### src/rtl/imem_loader_pkg.sv
// Shared constants for the instruction-memory loader: default widths and the
// controller state encoding.
package imem_loader_pkg;
  localparam int ADDR_W_DEF = 8;
  localparam int DATA_W_DEF = 16;

  localparam logic [2:0] ST_IDLE   = 3'd0;
  localparam logic [2:0] ST_LOAD   = 3'd1;
  localparam logic [2:0] ST_VERIFY = 3'd2;
  localparam logic [2:0] ST_CHECK  = 3'd3;
  localparam logic [2:0] ST_RUN    = 3'd4;
endpackage

### src/rtl/imem_loader_if.sv
// Host control/stream and instruction-memory port bundle for imem_loader.
interface imem_loader_if #(
  parameter int ADDR_W = imem_loader_pkg::ADDR_W_DEF,
  parameter int DATA_W = imem_loader_pkg::DATA_W_DEF
);
  logic              i_start;
  logic              i_abort;
  logic [ADDR_W-1:0] i_base;
  logic [ADDR_W:0]   i_len;
  logic              i_wvalid;
  logic [DATA_W-1:0] i_wdata;
  logic              o_wready;
  logic [ADDR_W-1:0] o_exa;
  logic [DATA_W-1:0] o_exwd;
  logic              o_exwe;
  logic              o_exre;
  logic [DATA_W-1:0] i_exrd;
  logic              o_busy;
  logic              o_done;
  logic              o_err;
  logic              o_cpu_rst_n;

  modport slave (
    input  i_start, i_abort, i_base, i_len, i_wvalid, i_wdata, i_exrd,
    output o_wready, o_exa, o_exwd, o_exwe, o_exre, o_busy, o_done, o_err, o_cpu_rst_n
  );

  modport master (
    output i_start, i_abort, i_base, i_len, i_wvalid, i_wdata, i_exrd,
    input  o_wready, o_exa, o_exwd, o_exwe, o_exre, o_busy, o_done, o_err, o_cpu_rst_n
  );
endinterface

### src/rtl/imem_ldr_cksum.sv
// Modular (2^DATA_W) additive checksum accumulator; clear has priority over enable.
module imem_ldr_cksum #(
  parameter int DATA_W = imem_loader_pkg::DATA_W_DEF
) (
  input  logic              clk,
  input  logic              rst_n,
  input  logic              clr,
  input  logic              en,
  input  logic [DATA_W-1:0] d,
  output logic [DATA_W-1:0] sum
);
  always_ff @(posedge clk or negedge rst_n) begin
    if (!rst_n)   sum <= '0;
    else if (clr) sum <= '0;
    else if (en)  sum <= sum + d;
  end
endmodule

### src/rtl/imem_loader.sv
// Streams host words into instruction memory, optionally re-reads them to
// compare checksums, then releases the CPU from reset.
module imem_loader
  import imem_loader_pkg::*;
#(
  parameter int ADDR_W = ADDR_W_DEF,
  parameter int DATA_W = DATA_W_DEF,
  parameter int VERIFY = 1
) (
  input logic         clk,
  input logic         rst_n,
  imem_loader_if.slave bus
);
  localparam logic [ADDR_W:0] DEPTH = {1'b1, {ADDR_W{1'b0}}};

  logic [2:0]        state;
  logic [ADDR_W-1:0] base;
  logic [ADDR_W:0]   len, cnt, len_sat;
  logic              err_q, done_q;
  logic [DATA_W-1:0] wsum, rsum;
  logic              busy, start_ok, abort_ok, accept, last, sums_eq;
  logic [ADDR_W-1:0] exa_w;

  assign busy     = (state == ST_LOAD) | (state == ST_VERIFY) | (state == ST_CHECK);
  assign start_ok = bus.i_start & ~bus.i_abort & ((state == ST_IDLE) | (state == ST_RUN));
  assign abort_ok = bus.i_abort & busy;
  assign len_sat  = (bus.i_len > DEPTH) ? DEPTH : bus.i_len;
  assign accept   = (state == ST_LOAD) & bus.i_wvalid;
  assign last     = (cnt == len - 1'b1);
  assign sums_eq  = (wsum == rsum);
  assign exa_w    = base + cnt[ADDR_W-1:0];

  always_ff @(posedge clk or negedge rst_n) begin
    if (!rst_n) begin
      state  <= ST_IDLE;
      base   <= '0;
      len    <= '0;
      cnt    <= '0;
      err_q  <= 1'b0;
      done_q <= 1'b0;
    end else begin
      done_q <= 1'b0;
      if (abort_ok) begin
        state <= ST_IDLE;
      end else if (start_ok) begin
        base  <= bus.i_base;
        len   <= len_sat;
        cnt   <= '0;
        err_q <= 1'b0;
        if (len_sat == '0) begin
          state  <= ST_RUN;
          done_q <= 1'b1;
        end else begin
          state <= ST_LOAD;
        end
      end else begin
        case (state)
          ST_LOAD: if (accept) begin
            if (last) begin
              cnt <= '0;
              if (VERIFY != 0) state <= ST_VERIFY;
              else begin
                state  <= ST_RUN;
                done_q <= 1'b1;
              end
            end else begin
              cnt <= cnt + 1'b1;
            end
          end
          ST_VERIFY: begin
            if (last) begin
              cnt   <= '0;
              state <= ST_CHECK;
            end else begin
              cnt <= cnt + 1'b1;
            end
          end
          ST_CHECK: begin
            if (sums_eq) state <= ST_RUN;
            else begin
              state <= ST_IDLE;
              err_q <= 1'b1;
            end
          end
          default: ;
        endcase
      end
    end
  end

  imem_ldr_cksum #(.DATA_W(DATA_W)) u_wsum (
    .clk(clk), .rst_n(rst_n), .clr(start_ok), .en(accept),
    .d(bus.i_wdata), .sum(wsum)
  );

  imem_ldr_cksum #(.DATA_W(DATA_W)) u_rsum (
    .clk(clk), .rst_n(rst_n), .clr(start_ok), .en(state == ST_VERIFY),
    .d(bus.i_exrd), .sum(rsum)
  );

  // All memory-side outputs are gated by state so a reset silences them at once.
  assign bus.o_wready    = (state == ST_LOAD);
  assign bus.o_exwe      = accept;
  assign bus.o_exwd      = accept ? bus.i_wdata : '0;
  assign bus.o_exre      = (state == ST_VERIFY);
  assign bus.o_exa       = ((state == ST_LOAD) | (state == ST_VERIFY)) ? exa_w : '0;
  assign bus.o_busy      = busy;
  assign bus.o_done      = done_q | ((state == ST_CHECK) & sums_eq & ~bus.i_abort);
  assign bus.o_err       = err_q;
  assign bus.o_cpu_rst_n = (state == ST_RUN);
endmodule

### src/flat_wrapper.sv
// flat-port wrapper written by rule: the top's interface ports become plain ports
module imem_loader_flat import imem_loader_pkg::*;
#(
  parameter int ADDR_W = ADDR_W_DEF,
  parameter int DATA_W = DATA_W_DEF,
  parameter int VERIFY = 1
)
  (clk, rst_n, bus_i_start, bus_i_abort, bus_i_base, bus_i_len, bus_i_wvalid, bus_i_wdata, bus_i_exrd, bus_o_wready, bus_o_exa, bus_o_exwd, bus_o_exwe, bus_o_exre, bus_o_busy, bus_o_done, bus_o_err, bus_o_cpu_rst_n);
  imem_loader_if #(.ADDR_W(ADDR_W), .DATA_W(DATA_W)) bus_i ();
  input logic clk;
  input logic rst_n;
  input wire logic [$bits(bus_i.i_start)-1:0] bus_i_start;
  input wire logic [$bits(bus_i.i_abort)-1:0] bus_i_abort;
  input wire logic [$bits(bus_i.i_base)-1:0] bus_i_base;
  input wire logic [$bits(bus_i.i_len)-1:0] bus_i_len;
  input wire logic [$bits(bus_i.i_wvalid)-1:0] bus_i_wvalid;
  input wire logic [$bits(bus_i.i_wdata)-1:0] bus_i_wdata;
  input wire logic [$bits(bus_i.i_exrd)-1:0] bus_i_exrd;
  output wire logic [$bits(bus_i.o_wready)-1:0] bus_o_wready;
  output wire logic [$bits(bus_i.o_exa)-1:0] bus_o_exa;
  output wire logic [$bits(bus_i.o_exwd)-1:0] bus_o_exwd;
  output wire logic [$bits(bus_i.o_exwe)-1:0] bus_o_exwe;
  output wire logic [$bits(bus_i.o_exre)-1:0] bus_o_exre;
  output wire logic [$bits(bus_i.o_busy)-1:0] bus_o_busy;
  output wire logic [$bits(bus_i.o_done)-1:0] bus_o_done;
  output wire logic [$bits(bus_i.o_err)-1:0] bus_o_err;
  output wire logic [$bits(bus_i.o_cpu_rst_n)-1:0] bus_o_cpu_rst_n;
  assign bus_i.i_start = bus_i_start;
  assign bus_i.i_abort = bus_i_abort;
  assign bus_i.i_base = bus_i_base;
  assign bus_i.i_len = bus_i_len;
  assign bus_i.i_wvalid = bus_i_wvalid;
  assign bus_i.i_wdata = bus_i_wdata;
  assign bus_i.i_exrd = bus_i_exrd;
  assign bus_o_wready = bus_i.o_wready;
  assign bus_o_exa = bus_i.o_exa;
  assign bus_o_exwd = bus_i.o_exwd;
  assign bus_o_exwe = bus_i.o_exwe;
  assign bus_o_exre = bus_i.o_exre;
  assign bus_o_busy = bus_i.o_busy;
  assign bus_o_done = bus_i.o_done;
  assign bus_o_err = bus_i.o_err;
  assign bus_o_cpu_rst_n = bus_i.o_cpu_rst_n;
  imem_loader #(.ADDR_W(ADDR_W), .DATA_W(DATA_W), .VERIFY(VERIFY)) u_core (.clk(clk), .rst_n(rst_n), .bus(bus_i));
endmodule
### config.mk
export PLATFORM = sky130hd
export DESIGN_NAME = imem_loader_flat
export DESIGN_NICKNAME = d
export VERILOG_FILES = /design/src/rtl/imem_loader_pkg.sv /design/src/rtl/imem_loader_if.sv /design/src/rtl/imem_ldr_cksum.sv /design/src/rtl/imem_loader.sv /design/src/flat_wrapper.sv
export SDC_FILE = /design/constraint.sdc
export NUM_CORES = 1
export LEC_CHECK = 0
export ABC_AREA = 1
export CORE_ASPECT_RATIO = 1.5
export CORE_UTILIZATION = 35
export CTS_CLUSTER_DIAMETER = 50
export CTS_CLUSTER_SIZE = 24
export DETAILED_ROUTE_END_ITERATION = 6
export GPL_TIMING_DRIVEN = 0
export HOLD_SLACK_MARGIN = 0.06
export SLEW_MARGIN = 20
export SYNTH_ARGS = -nofsm -noshare
export SYNTH_HDL_FRONTEND = slang
export SYNTH_HIERARCHICAL = 1
export SYNTH_SLANG_ARGS = --single-unit
### constraint.sdc
create_clock -name clk -period 3.2 [get_ports clk]
set_clock_uncertainty 0.05 [all_clocks]
set_input_delay 0.64 -clock clk [delete_from_list [all_inputs] [get_ports clk]]
set_output_delay 0.64 -clock clk [all_outputs]
set_load 0.02 [all_outputs]
==> flow_metrics.py <==
metrics = {
    "run_status": {
        "outcome": "complete, no violations",
    },
    "yosys": {
        "ys_types": 35,
        "synth_mux_area_frac": 0,
        "synth_area_leaders": "dfrtp_1, nand2_1, inv_1",
        "synth_fp_nets": 930,
        "syn-mean-instance-area_um2": 6.58,
        "synth_most_common_cell": "nand2_1",
        "synth_commonest_cells": "nand2_1, inv_1, nor2_1, dfrtp_1, nand3_1",
        "synth_seq_cells": 63,
        "synth_simple_gate_area_share": 0.374,
        "synth_edf_count": 0,
        "synthAdderAreaFrac": 0.0998,
        "syn_inst": 834,
        "synthXorXnorAreaFrac": 0.0542,
        "synth_top_family_by_area": "simple AND/OR/NAND/NOR gates",
        "yosysTopAreaCell": "dfrtp_1",
        "netlist_area_mm2": 0.00549,
        "synth_compound_gate_area_share": 0.0773,
        "synthFlopType": "dfrtp_1",
        "synthArstFlopShare": 1.00,
        "yosysWarnings": 6,
        "synth_top_area_share": 0.287,
        "ys_seq_area_frac": 0.287,
    },
    "worst_hold_path": {
        "hp-class": "primary input to async pin",
    },
    "routing": {
        "avgViaCountPerCell": 4.68,
        "ant_nets": 0,
        "wl_um": 15000,
        "drc": 0,
        "via_count": 5306,
        "routedWlPerCell_um": 13.2,
        "firstDrtPassIters": 4,
        "drtIter0Drc": 169,
    },
    "clock_tree": {
        "clk_latency_ns": 0.34,
        "cts_setup_buffers": 0,
        "htreeDepth": 3,
        "cts.sinks": 63,
        "cts_tree": "yes",
        "clockBufferDepth": 2,
        "clkTransAtPathRegs_ns": 0.06,
        "ctsHoldBuffers": 0,
        "cts_made_buffers": 9,
        "clockRootBuffer": "clkbuf_16",
    },
    "timing": {
        "drv_slew": 0,
        "rsz0062_at_grt": "false",
        "period_needed_ns": 3.03,
        "hold_viol": 0,
        "relSlewSlack": 0.481,
        "fmax_mhz": 330,
        "period_share": 0.947,
        "worst_hold_slack_ns": 0.107,
        "finalSetupViolations": 0,
        "tightest_slew_ns": 0.771,
    },
    "layout": {
        "area_growth_pct": 26.3,
        "regArea_mm2": 0.00158,
        "diodes": 0,
        "drive_gt1_frac": 0.0877,
        "nFillCells": 1582,
        "finish.net_count": 1026,
        "multi_input_area_mm2": 0.00334,
    },
    "run": {
        "cap_violations": 0,
    },
    "global_route": {
        "grt_pass1_vias": 5359,
        "grt_antenna_before_repair": 0,
        "overflow": 0,
        "grt_pass1_wl_um": 24900,
        "grt_max_degree": 52,
        "track_usage": 0.195,
    },
    "critical_path": {
        "path_max_fanout": 5,
        "worstSetupStartpointType": "flop",
        "arrival_ns": 2.34,
        "criticalPathCategory": "flop to output port",
        "worstPathRequired_ns": 2.51,
        "worst_setup_path_end_kind": "output port",
        "r2r_slack_ns": 1.17,
    },
    "floorplanning": {
        "start_util": 0.361,
        "die_h_um": 155,
        "coreArea_mm2": 0.0152,
        "io_pins": 85,
        "die_area_mm2": 0.0162,
        "die_w_um": 104,
        "placementRows": 55,
    },
    "place": {
        "portBuffers": 84,
        "dp_hpwl_um": 12000,
        "globalplace.congestion": 0.858,
    },
    "pwr": {
        "max-vdd-ir-drop_mv": 0.430,
        "power-per-cell-area_mw_per_mm2": 891,
        "leakagePower_nw": 3.78,
        "power_mw": 6.18,
    },
}
## cells by family (layout without fill, tap and decap cells)
group	count (synthesis)	after routing
AND/OR/NAND/NOR	470	470
buffers and inverters	153	254
AO/OA/AOI/OAI	72	72
flip-flops	63	63
adder cells (fa/ha/maj)	42	42
XOR/XNOR	34	34
## sequential cells by signal (all words and copies together), names as in the netlist
signal / count
u_core/u_wsum/sum: 16
u_core/done_q: 1
u_core/u_rsum/sum: 16
u_core/len: 9
u_core/state: 3
u_core/base: 8
u_core/bus.o_err: 1
u_core/cnt: 9
## cells in the final DEF, fill, tap and decap left out, types with 3 or more instances in the layout
master           synthesis  layout
dfrtp_1                 63      62
o21ai_1                  6       6
and2_1                   3       3
o21ai_0                 15      15
nor3_1                   5       5
a21oi_2                  4       4
nor3_2                   8       8
inv_2                   12      12
clkbuf_16                0       9
nand3b_1                 6       6
buf_4                    2       3
or2_2                    3       3
nand2_2                 14      14
clkinv_2                 0       3
dlymetal6s2s_1           0       3
nand4_1                  8       8
dlygate4sd2_1            0      11
nor2_4                   2       3
nand3_1                 60      60
nand2_1                278     278
clkdlybuf4s50_1          0      69
a21oi_1                 27      27
xnor2_1                 17      17
xor2_1                  17      17
nand3_2                  4       4
inv_1                  133     133
buf_2                    5       5
nor2_1                  72      72
ha_1                    39      39
o22ai_1                 14      14
## metal layers
layer,vias up,track usage,wire [um]
li1,2797,-,-
met5,-,0,0
met1,2384,0.204,6020
met3,21,0.0289,530
met2,104,0.388,8110
met4,0,0.0694,284
## path summary, 6_finish.rpt
check | startpoint | cells after the start | end
worst max register to register | u_core/state[0] | 9 | u_core/u_wsum/sum[7]
worst min-delay path | rst_n | 1 | u_core/u_rsum/sum[5]
worst min register to register | u_core/base[5] | 2 | u_core/base[5]
max in group asynchronous | rst_n | 2 | u_core/cnt[0]
worst max-delay path | u_core/cnt[0] | 10 | bus_o_exa[6]
min in group clk | u_core/base[5] | 2 | u_core/base[5]
## final cells by class
cell class | instances | area share
Buffer | 8 | 0.00631
Multi-Input combinational cell | 618 | 0.481
Timing Repair Buffer | 85 | 0.124
Clock buffer | 10 | 0.0345
Sequential cell | 63 | 0.227
Tap cell | 199 | 0.0359
Clock inverter | 6 | 0.0121
Inverter | 145 | 0.0785
## critical path, stage by stage (launching register included)
cell	delay, ns
dfrtp_2	0.45
ha_1	0.23
fa_2	0.36
nand3_1	0.08
nand3_1	0.10
nand2_1	0.08
nand2_1	0.05
a21oi_1	0.14
xor2_1	0.15
nor2_1	0.05
dlygate4sd2_1	0.31
## where the power goes
| part | internal, mW | leakage, nW | total, mW | switching, mW |
|---|---|---|---|---|
| clock | 0.700 | 0.162 | 1.08 | 0.378 |
| combinational | 1.44 | 2.81 | 3.60 | 2.17 |
| sequential | 1.12 | 0.814 | 1.50 | 0.382 |
## through the flow
step           setup slack, ns  cells  area, um2   util  setup TNS, ns
6_report                 0.171   1134       6940  0.456              0
5_1_grt                 0.0117   1134       6940  0.456              0
4_1_cts                 0.0243   1134       6920  0.455              0
3_5_place_dp           -0.0920   1118       6610  0.434         -0.797
3_3_place_gp            -0.938   1117       6580  0.433         -59.59
2_1_floorplan            0.686    834       5490      -              0
## what timing repair did
item	in CTS	in global routing
gates resized for setup	12	6
setup endpoints to repair	11	5
pin swaps	0	0
(Power assumes the default switching activity.)
